## src/rtl/cache_miss_unit_pkg.sv

```systemverilog
// Shared types for the cache miss unit: memory request format, line/address widths, FSM states.
package cache_miss_unit_pkg;

    localparam int unsigned ADDR_WIDTH        = 32;
    localparam int unsigned DCACHE_LINE_WIDTH = 128;

    typedef struct packed {
        logic [ADDR_WIDTH-1:0]        addr;
        logic                         is_store;
        logic [DCACHE_LINE_WIDTH-1:0] data;
    } memory_request_t;

    typedef enum logic [2:0] {
        StIdle,
        StWbReq,
        StWbWait,
        StFillReq,
        StFillWait,
        StRefill
    } miss_state_t;

    // Watchdog counter width; at least one bit so TIMEOUT=1 still elaborates.
    function automatic int unsigned cnt_width(input int unsigned timeout);
        return (timeout > 1) ? $clog2(timeout) : 1;
    endfunction

endpackage

```

## src/rtl/miss_watchdog.sv

```systemverilog
// Wait-state watchdog: counts enabled cycles and flags expiry at TIMEOUT-1.
module miss_watchdog
    import cache_miss_unit_pkg::*;
#(
    parameter int unsigned TIMEOUT = 64
) (
    input  logic clk,
    input  logic rst_n,
    input  logic clear_i,
    input  logic enable_i,
    output logic expire_o
);

    localparam int unsigned    CntW   = cnt_width(TIMEOUT);
    localparam logic [CntW-1:0] CntMax = CntW'(TIMEOUT - 1);

    logic [CntW-1:0] cnt_q, cnt_d;

    assign expire_o = enable_i && (cnt_q == CntMax);

    // Next count: cleared outside wait states and on expiry, so it never wraps.
    always_comb begin
        cnt_d = cnt_q;
        if (clear_i || expire_o) begin
            cnt_d = '0;
        end else if (enable_i) begin
            cnt_d = cnt_q + 1'b1;
        end
    end

    // Counter register.
    always_ff @(posedge clk or negedge rst_n) begin
        if (!rst_n) begin
            cnt_q <= '0;
        end else begin
            cnt_q <= cnt_d;
        end
    end

endmodule

```

## src/rtl/cache_miss_unit.sv

```systemverilog
// Cache miss unit: optional dirty-victim writeback, then line refill, with a wait-state watchdog.
module cache_miss_unit
    import cache_miss_unit_pkg::*;
#(
    parameter logic        CACHE_ID = 1'b1,
    parameter int unsigned TIMEOUT  = 64
) (
    input  logic                         clk,
    input  logic                         rst_n,
    input  logic                         miss_valid_i,
    input  logic [ADDR_WIDTH-1:0]        miss_addr_i,
    input  logic                         evict_valid_i,
    input  logic [ADDR_WIDTH-1:0]        evict_addr_i,
    input  logic [DCACHE_LINE_WIDTH-1:0] evict_data_i,
    output logic                         miss_ready_o,
    output logic                         req_valid_miss,
    output memory_request_t              req_info_miss,
    input  logic                         rsp_valid_miss,
    input  logic                         rsp_cache_id,
    input  logic [DCACHE_LINE_WIDTH-1:0] rsp_data_miss,
    output logic                         fill_valid_o,
    output logic [ADDR_WIDTH-1:0]        fill_addr_o,
    output logic [DCACHE_LINE_WIDTH-1:0] fill_data_o,
    output logic                         timeout_o
);

    miss_state_t                  state_q, state_d;
    logic [ADDR_WIDTH-1:0]        miss_addr_q, miss_addr_d;
    logic [ADDR_WIDTH-1:0]        evict_addr_q, evict_addr_d;
    logic [DCACHE_LINE_WIDTH-1:0] evict_data_q, evict_data_d;
    logic [DCACHE_LINE_WIDTH-1:0] rsp_data_q, rsp_data_d;

    logic rsp_match;
    logic in_wait;
    logic wd_expire;

    assign rsp_match = rsp_valid_miss && (rsp_cache_id == CACHE_ID);
    assign in_wait   = (state_q == StWbWait) || (state_q == StFillWait);

    // Held at zero outside the wait states, so it starts fresh on each wait entry.
    miss_watchdog #(
        .TIMEOUT (TIMEOUT)
    ) u_watchdog (
        .clk      (clk),
        .rst_n    (rst_n),
        .clear_i  (!in_wait),
        .enable_i (in_wait),
        .expire_o (wd_expire)
    );

    assign fill_addr_o = miss_addr_q;
    assign fill_data_o = rsp_data_q;

    // Next-state, input capture and request/fill/timeout outputs.
    always_comb begin
        state_d        = state_q;
        miss_addr_d    = miss_addr_q;
        evict_addr_d   = evict_addr_q;
        evict_data_d   = evict_data_q;
        rsp_data_d     = rsp_data_q;
        miss_ready_o   = 1'b0;
        req_valid_miss = 1'b0;
        req_info_miss  = '0;
        fill_valid_o   = 1'b0;
        timeout_o      = 1'b0;

        case (state_q)
            StIdle: begin
                miss_ready_o = 1'b1;
                if (miss_valid_i) begin
                    miss_addr_d  = miss_addr_i;
                    evict_addr_d = evict_addr_i;
                    evict_data_d = evict_data_i;
                    state_d      = evict_valid_i ? StWbReq : StFillReq;
                end
            end
            StWbReq: begin
                req_valid_miss = 1'b1;
                req_info_miss  = '{addr: evict_addr_q, is_store: 1'b1, data: evict_data_q};
                state_d        = StWbWait;
            end
            StWbWait: begin
                req_info_miss = '{addr: evict_addr_q, is_store: 1'b1, data: evict_data_q};
                if (rsp_match) begin
                    state_d = StFillReq;
                end else if (wd_expire) begin
                    timeout_o = 1'b1;
                    state_d   = StIdle;
                end
            end
            StFillReq: begin
                req_valid_miss = 1'b1;
                req_info_miss  = '{addr: miss_addr_q, is_store: 1'b0, data: '0};
                state_d        = StFillWait;
            end
            StFillWait: begin
                req_info_miss = '{addr: miss_addr_q, is_store: 1'b0, data: '0};
                // A match on the expiry cycle still completes the refill.
                if (rsp_match) begin
                    rsp_data_d = rsp_data_miss;
                    state_d    = StRefill;
                end else if (wd_expire) begin
                    timeout_o = 1'b1;
                    state_d   = StIdle;
                end
            end
            StRefill: begin
                fill_valid_o = 1'b1;
                state_d      = StIdle;
            end
            default: state_d = StIdle;
        endcase
    end

    // State and captured request/response registers.
    always_ff @(posedge clk or negedge rst_n) begin
        if (!rst_n) begin
            state_q      <= StIdle;
            miss_addr_q  <= '0;
            evict_addr_q <= '0;
            evict_data_q <= '0;
            rsp_data_q   <= '0;
        end else begin
            state_q      <= state_d;
            miss_addr_q  <= miss_addr_d;
            evict_addr_q <= evict_addr_d;
            evict_data_q <= evict_data_d;
            rsp_data_q   <= rsp_data_d;
        end
    end

endmodule

```

## config.mk

```make
export PLATFORM = sky130hd
export DESIGN_NAME = cache_miss_unit
export DESIGN_NICKNAME = d
export VERILOG_FILES = /design/src/rtl/cache_miss_unit_pkg.sv /design/src/rtl/miss_watchdog.sv /design/src/rtl/cache_miss_unit.sv
export SDC_FILE = /design/constraint.sdc
export NUM_CORES = 1
export LEC_CHECK = 0
export ABC_AREA = 1
export CAP_MARGIN = 20
export CORE_AREA = 2 2 250 252
export DETAILED_ROUTE_END_ITERATION = 6
export DIE_AREA = 0 0 252 254
export SLEW_MARGIN = 0
export SYNTH_ARGS = -nofsm -noshare
export SYNTH_HDL_FRONTEND = slang
export SYNTH_HIERARCHICAL = 1
export SYNTH_SLANG_ARGS = --single-unit
```

## constraint.sdc

```tcl
create_clock -name clk -period 2.4 [get_ports clk]
set_input_delay 0.24 -clock clk [delete_from_list [all_inputs] [get_ports clk]]
set_output_delay 0.24 -clock clk [all_outputs]
set_load 0.02 [all_outputs]
```

# Word level (Yosys, flattened, before mapping)
# Cells that the tools add are included.
[word_totals]
word_cells = 42
out_inout_bits = 325
regBits = 329
input_bits = 326
[classes]
reduce_logical = 13
add_sub_neg = 1
n_mux = 15
eq_ne = 7
[op_table]
columns = ["operator", "n"]
rows = [
  ["161-bit case mux with 2 select lines", 1],
  ["3-bit case mux with 5 select lines", 1],
  ["3-bit 2-to-1 mux", 4],
  ["6-bit 2-to-1 mux", 2],
  ["2-bit OR reduction", 4],
  ["6-bit by 1-bit adder with 6-bit output (second input constant)", 1],
  ["3-bit by 2-bit == test with 1-bit output (second input constant)", 2],
  ["3-bit == test (second input constant)", 2],
  ["6-bit == test (second input constant)", 1],
  ["1-bit 2-to-1 mux", 6],
  ["2-bit AND reduction", 2],
  ["3-bit by 1-bit == test with 1-bit output (second input constant)", 1],
  ["3-bit logical NOT", 1],
  ["1-bit logical AND", 2],
  ["1-bit logical OR", 2],
  ["2-bit 2-to-1 mux", 1],
  ["2-bit != test (second input constant)", 1],
  ["2-bit nonzero test", 1],
  ["1-bit logical NOT", 1],
]

# Depth between registers and ports, before layout
[logic_depth]
depth_word = 6
ltp_mapped = 10
depth_no_buf = 8

# Cells and area by module
# The synthesis kept the hierarchy.
[by_module_without_submodules]
columns = ["module", "cells_each", "n_inst", "seq_area_each_um2", "area_each_um2"]
rows = [
  ["cache_miss_unit", 1799, 1, 8082.8, 14298.7],
  ["miss_watchdog", 45, 1, 150.1, 339.1],
]

# Worst setup path after synthesis
# OpenSTA, ideal clock, no wires.
[synth_timing]
path_type = "register to output"
from = "reg state_q[1]"
to = "out timeout_o"
slack_ns = 0.412
required_time_ns = 2.160
path_stages_with_launch = 11
path_buffers = 2
arrival_ns = 1.748
path_cell_list = "dfrtp_1 nor2_1 nand2_1 clkbuf_1 nand2_1 buf_4 nand3_2 nor2_1 and2_1 inv_1 nor2_1"
[synth_between]
elab_chain_cells = 6
elab_cells_between_ends = 8
classes_between = "eq/ne (2); mux (3); reduce/logical (3)"
[synth_rtl]
columns = ["element", "line_no", "source"]
rows = [
  ["from (decl)", "cache_miss_unit.sv:27", "miss_state_t state_q, state_d;"],
  ["from (signal assigned)", "cache_miss_unit.sv:118", "state_q <= StIdle;"],
  ["from (signal assigned)", "cache_miss_unit.sv:124", "state_q <= state_d;"],
  ["3-bit by 2-bit == test with 1-bit output or 3-bit == test (tied branches)", "cache_miss_unit.sv:38", "assign in_wait = (state_q == StWbWait) || (state_q == StFillWait);"],
  ["1-bit logical OR *", "cache_miss_unit.sv:38", ""],
  ["via in_wait", "cache_miss_unit.sv:34", "logic in_wait;"],
  ["1-bit logical AND *", "miss_watchdog.sv:19", "assign expire_o = enable_i && (cnt_q == CntMax);"],
  ["via wd_expire", "cache_miss_unit.sv:35", "logic wd_expire;"],
  ["1-bit 2-to-1 mux *", "cache_miss_unit.sv:86, cache_miss_unit.sv:102", ""],
  ["1-bit 2-to-1 mux *", "cache_miss_unit.sv:84", "if (rsp_match) begin"],
  ["1-bit 2-to-1 mux *", "n/a", ""],
  ["to (decl)", "cache_miss_unit.sv:24", "output logic timeout_o"],
]
# The timed path passes the listed nets; every way through them passes the cells marked *.

# Final worst setup path
[layout_timing]
from = "reg state_q[0]"
to = "out timeout_o"
# The elaborated chain is that of the path after synthesis.

==> flow_summary.toml <==
[power]
switchingPower_mw = 14.2
p_leak_nw = 11.5
finalPower_mw = 32.5
intPower_mw = 18.3
power_density_nw_per_um2 = 1400
pwr-share-clk_pct = 18.2
seq_power_share_pct = 30.1
p_sw_share_pct = 43.8
p_comb_share_pct = 51.8
ir_worst_vdd_mv = 0.776

[floorplan]
die-area_um2 = 64000
rows = 91
die_height_um = 254
die_w_um = 252
initial_utilization_pct = 23.9
io_pins = 651
core_um2 = 61300

[timing]
final_hold_viol_count = 0
fin_crit_sh_pct = 97.4
setup_viol = 0
grt_setup_unrepaired = "yes"
final-max-slew-violation-count = 0
fmax_mhz = 428
final.setup_skew_ns = 0.0103
relSlewSlack_pct = 42.7
period_needed_ns = 2.34
worst_pin_slew_ns = 0.860
setup-tns-final_ns = 0
fin_ws_ns = 0.0629

[synth]
synth_area_um2 = 14600
synth_area_leader_cell = "dfrtp_1"
synthAdderAreaFrac_pct = 0.0855
synthTopCellsByArea = "dfrtp_1 (56%), nand2_1 (19%), nand3_1 (7.9%), o21ai_0 (4.5%), inv_1 (3.6%)"
synth-simple-area-share_pct = 30.3
ys_ff_latch = 329
syn_inst = 1844
synth_warnings = 6
muxShareOfSynthArea_pct = 0
synth_top_family_by_area = "simple AND/OR/NAND/NOR gates"
syn_nets = 2171
synth-xor-area-share_pct = 0.0598
synth_top_area_share_pct = 56.2
ys_types = 23
synth_compound_area_share_pct = 4.80
yosysSeqAreaShare_pct = 56.2
syn_area_per_cell_um2 = 7.94

[layout]
syn2layout_area_growth_pct = 58.6
layout_commonest_cell = "nand2_1"
layout-drive-gt1-share_pct = 12.2
final_nets = 2803
final_cells = 3314
nFillCells = 6264
final_cell_mix = "nand2_1 (722), clkdlybuf4s50_1 (485), dfrtp_1 (327), nand3_1 (228), inv_1 (138)"
design_area_um2 = 23200

[global_route]
grtUsageMet1_pct = 21.7
grt_util_met2_pct = 31.9
grtUsageMet3_pct = 7.37
grt_first_pass_wirelength_um = 93000
top_usage_layer = "met2"
grt_pass1_vias = 15100
grt_usage_pct = 19.0
grt-ovfl-total = 0
grt_max_degree = 115
antenna_found_initial = 26

[routing]
route.detailed.drc = 0
viasPerCell = 4.50
first_pass_iters = 5
ant_nets = 0
routed_wl_um = 63700
drt_iter0_markers = 947
vias = 14900
wl_per_cell_um = 19.2

[worst_setup_path]
worst-path-max-fanout = 4
startpoint = "state_q[0]"
worstReg2RegStart = "state_q[0]"
cp-start-kind = "flip-flop"
critPathTopFamily = "simple AND/OR/NAND/NOR gates"
r2r_cells = 8
critPathBufInv = 3
cp_slowest_cell = "dfrtp_2"
cp.depth = 10
critical_path.cell_chain = "buf_4 > nor2_2 > nand2_4 > nand2_1 > nand3_2 > nor2_1 > and2_1 > inv_1 > nor2_1 > buf_2"
crit_path_max_incr_delay_ns = 0.43
r2r_setup_slack_ns = 0.25
critical_path_class = "flip-flop to primary output"
cp_data_required_time_ns = 2.16
crit_end = "timeout_o"
crit_top_cell = "nor2_1"
arrival_ns = 2.10
regToRegEndpoint = "fill_data_o[72]"
end_kind = "primary output"

[cts]
ctsLongestPathBuffers = 3
cts_tree = "yes"
clk_latency_ns = 0.53
cts_root_buffer = "clkbuf_16"
htreeDepth = 2
cts_made_buffers = 39
clk_pin_slew_ns = 0.06
clock-sinks = 329

[flow_run]
drv_cap = 0

[placed_design]
postPlaceCellArea_um2 = 22100
dp_slack_ns = 0.123
io_buffer_count = 650
dp_hpwl_um = 45500
place_inst = 3205
routabilityCongestion = 0.922

[hold_path]
hold_class = "primary input to flip-flop"

[run_status]
outcome = "completed"
cells in the mapped netlist (all sizes together):
cell type / count
nand3: 231
buf: 75
nor3: 1
ha: 1
nand2: 727
clkbuf: 55
xor2: 1
a21oi: 4
dfrtp: 329
o211ai: 1
nor2: 140
nand4: 1
inv: 143
and2: 1
o21ai: 134
sequential cells by signal, summed over array words and instances (netlist names):
| name | flops |
|---|---|
| state_q | 3 |
| evict_addr_q | 32 |
| u_watchdog/cnt_q | 6 |
| fill_addr_o | 32 |
| evict_data_q | 128 |
| fill_data_o | 128 |
area by class of cell:
cell class                 count  area (um2)  area share [%]
antenna                       22        55.1           0.237
timing repair buffer         721        6890            29.7
sequential                   329        8240            35.5
tap                          790         988            4.26
clock buffer                  54        1090            4.70
inverter                     143         558            2.40
clock inverter                13         154           0.663
multi-input combinational   1242        5250            22.6
cells by family after synthesis:
family,after synthesis
AND/OR/NAND/NOR,1101
flip-flops,329
buffers and inverters,273
AO/OA/AOI/OAI,139
XOR/XNOR,1
adder cells (fa/ha/maj),1
power by group through the flow:
| stage | Combinational (mW) | Sequential, mW | Clock [mW] |
|---|---|---|---|
| global route | 18.3 | 10.1 | 6.34 |
| finish | 16.8 | 9.77 | 5.91 |
| floorplan | 7.14 | 11.1 | 0 |
| global placement | 16.8 | 9.71 | 0 |
| CTS | 16.6 | 9.77 | 6.11 |
| detailed placement | 17.0 | 9.79 | 0 |
worst reg2reg max path, cell delays in order, from the launching register on:
cell and delay (ns):
dfrtp_2 0.43, buf_4 0.15, nor2_2 0.14, nand2_4 0.06, buf_4 0.37, nor2_4 0.41
buf_12 0.29, nand2_1 0.17, nand2_1 0.08
worst min path at each step:
stage	slack [ns]	to	start	cells past startpoint
6_report	0.05	fill_addr_o[23]	miss_valid_i	3
5_1_grt	0.02	fill_addr_o[23]	miss_valid_i	3
4_1_cts	0.005	fill_addr_o[23]	miss_valid_i	3
3_5_place_dp	0.16	evict_data_q[61]	rst_n	1
3_3_place_gp	0.16	fill_addr_o[13]	rst_n	1
2_1_floorplan	-0.06	evict_addr_q[0]	rst_n	0
timing repair:
item	CTS	global route
endpoints found under the setup margin	162	142
gates resized for setup	353	187
buffers inserted	9	5
cloned	2	4
pin swaps	2	4
endpoints found under the hold margin	108	0
hold buffers	1	0
stage by stage:
stage	utilization [%]	hold slack [ns]
after global routing	37.9	0.0231
after global placement	36.1	0.157
final	37.9	0.0489
after CTS	38.1	0.00529
after floorplan	-	-0.0556
after detailed placement	36.1	0.157
metal layers:
metal,wire (um),up-vias
li1,-,6989
met5,58,-
met1,23800,7148
met3,6640,109
met4,2650,10
met2,30600,663
Note: power is estimated with default switching activity, not from simulation.
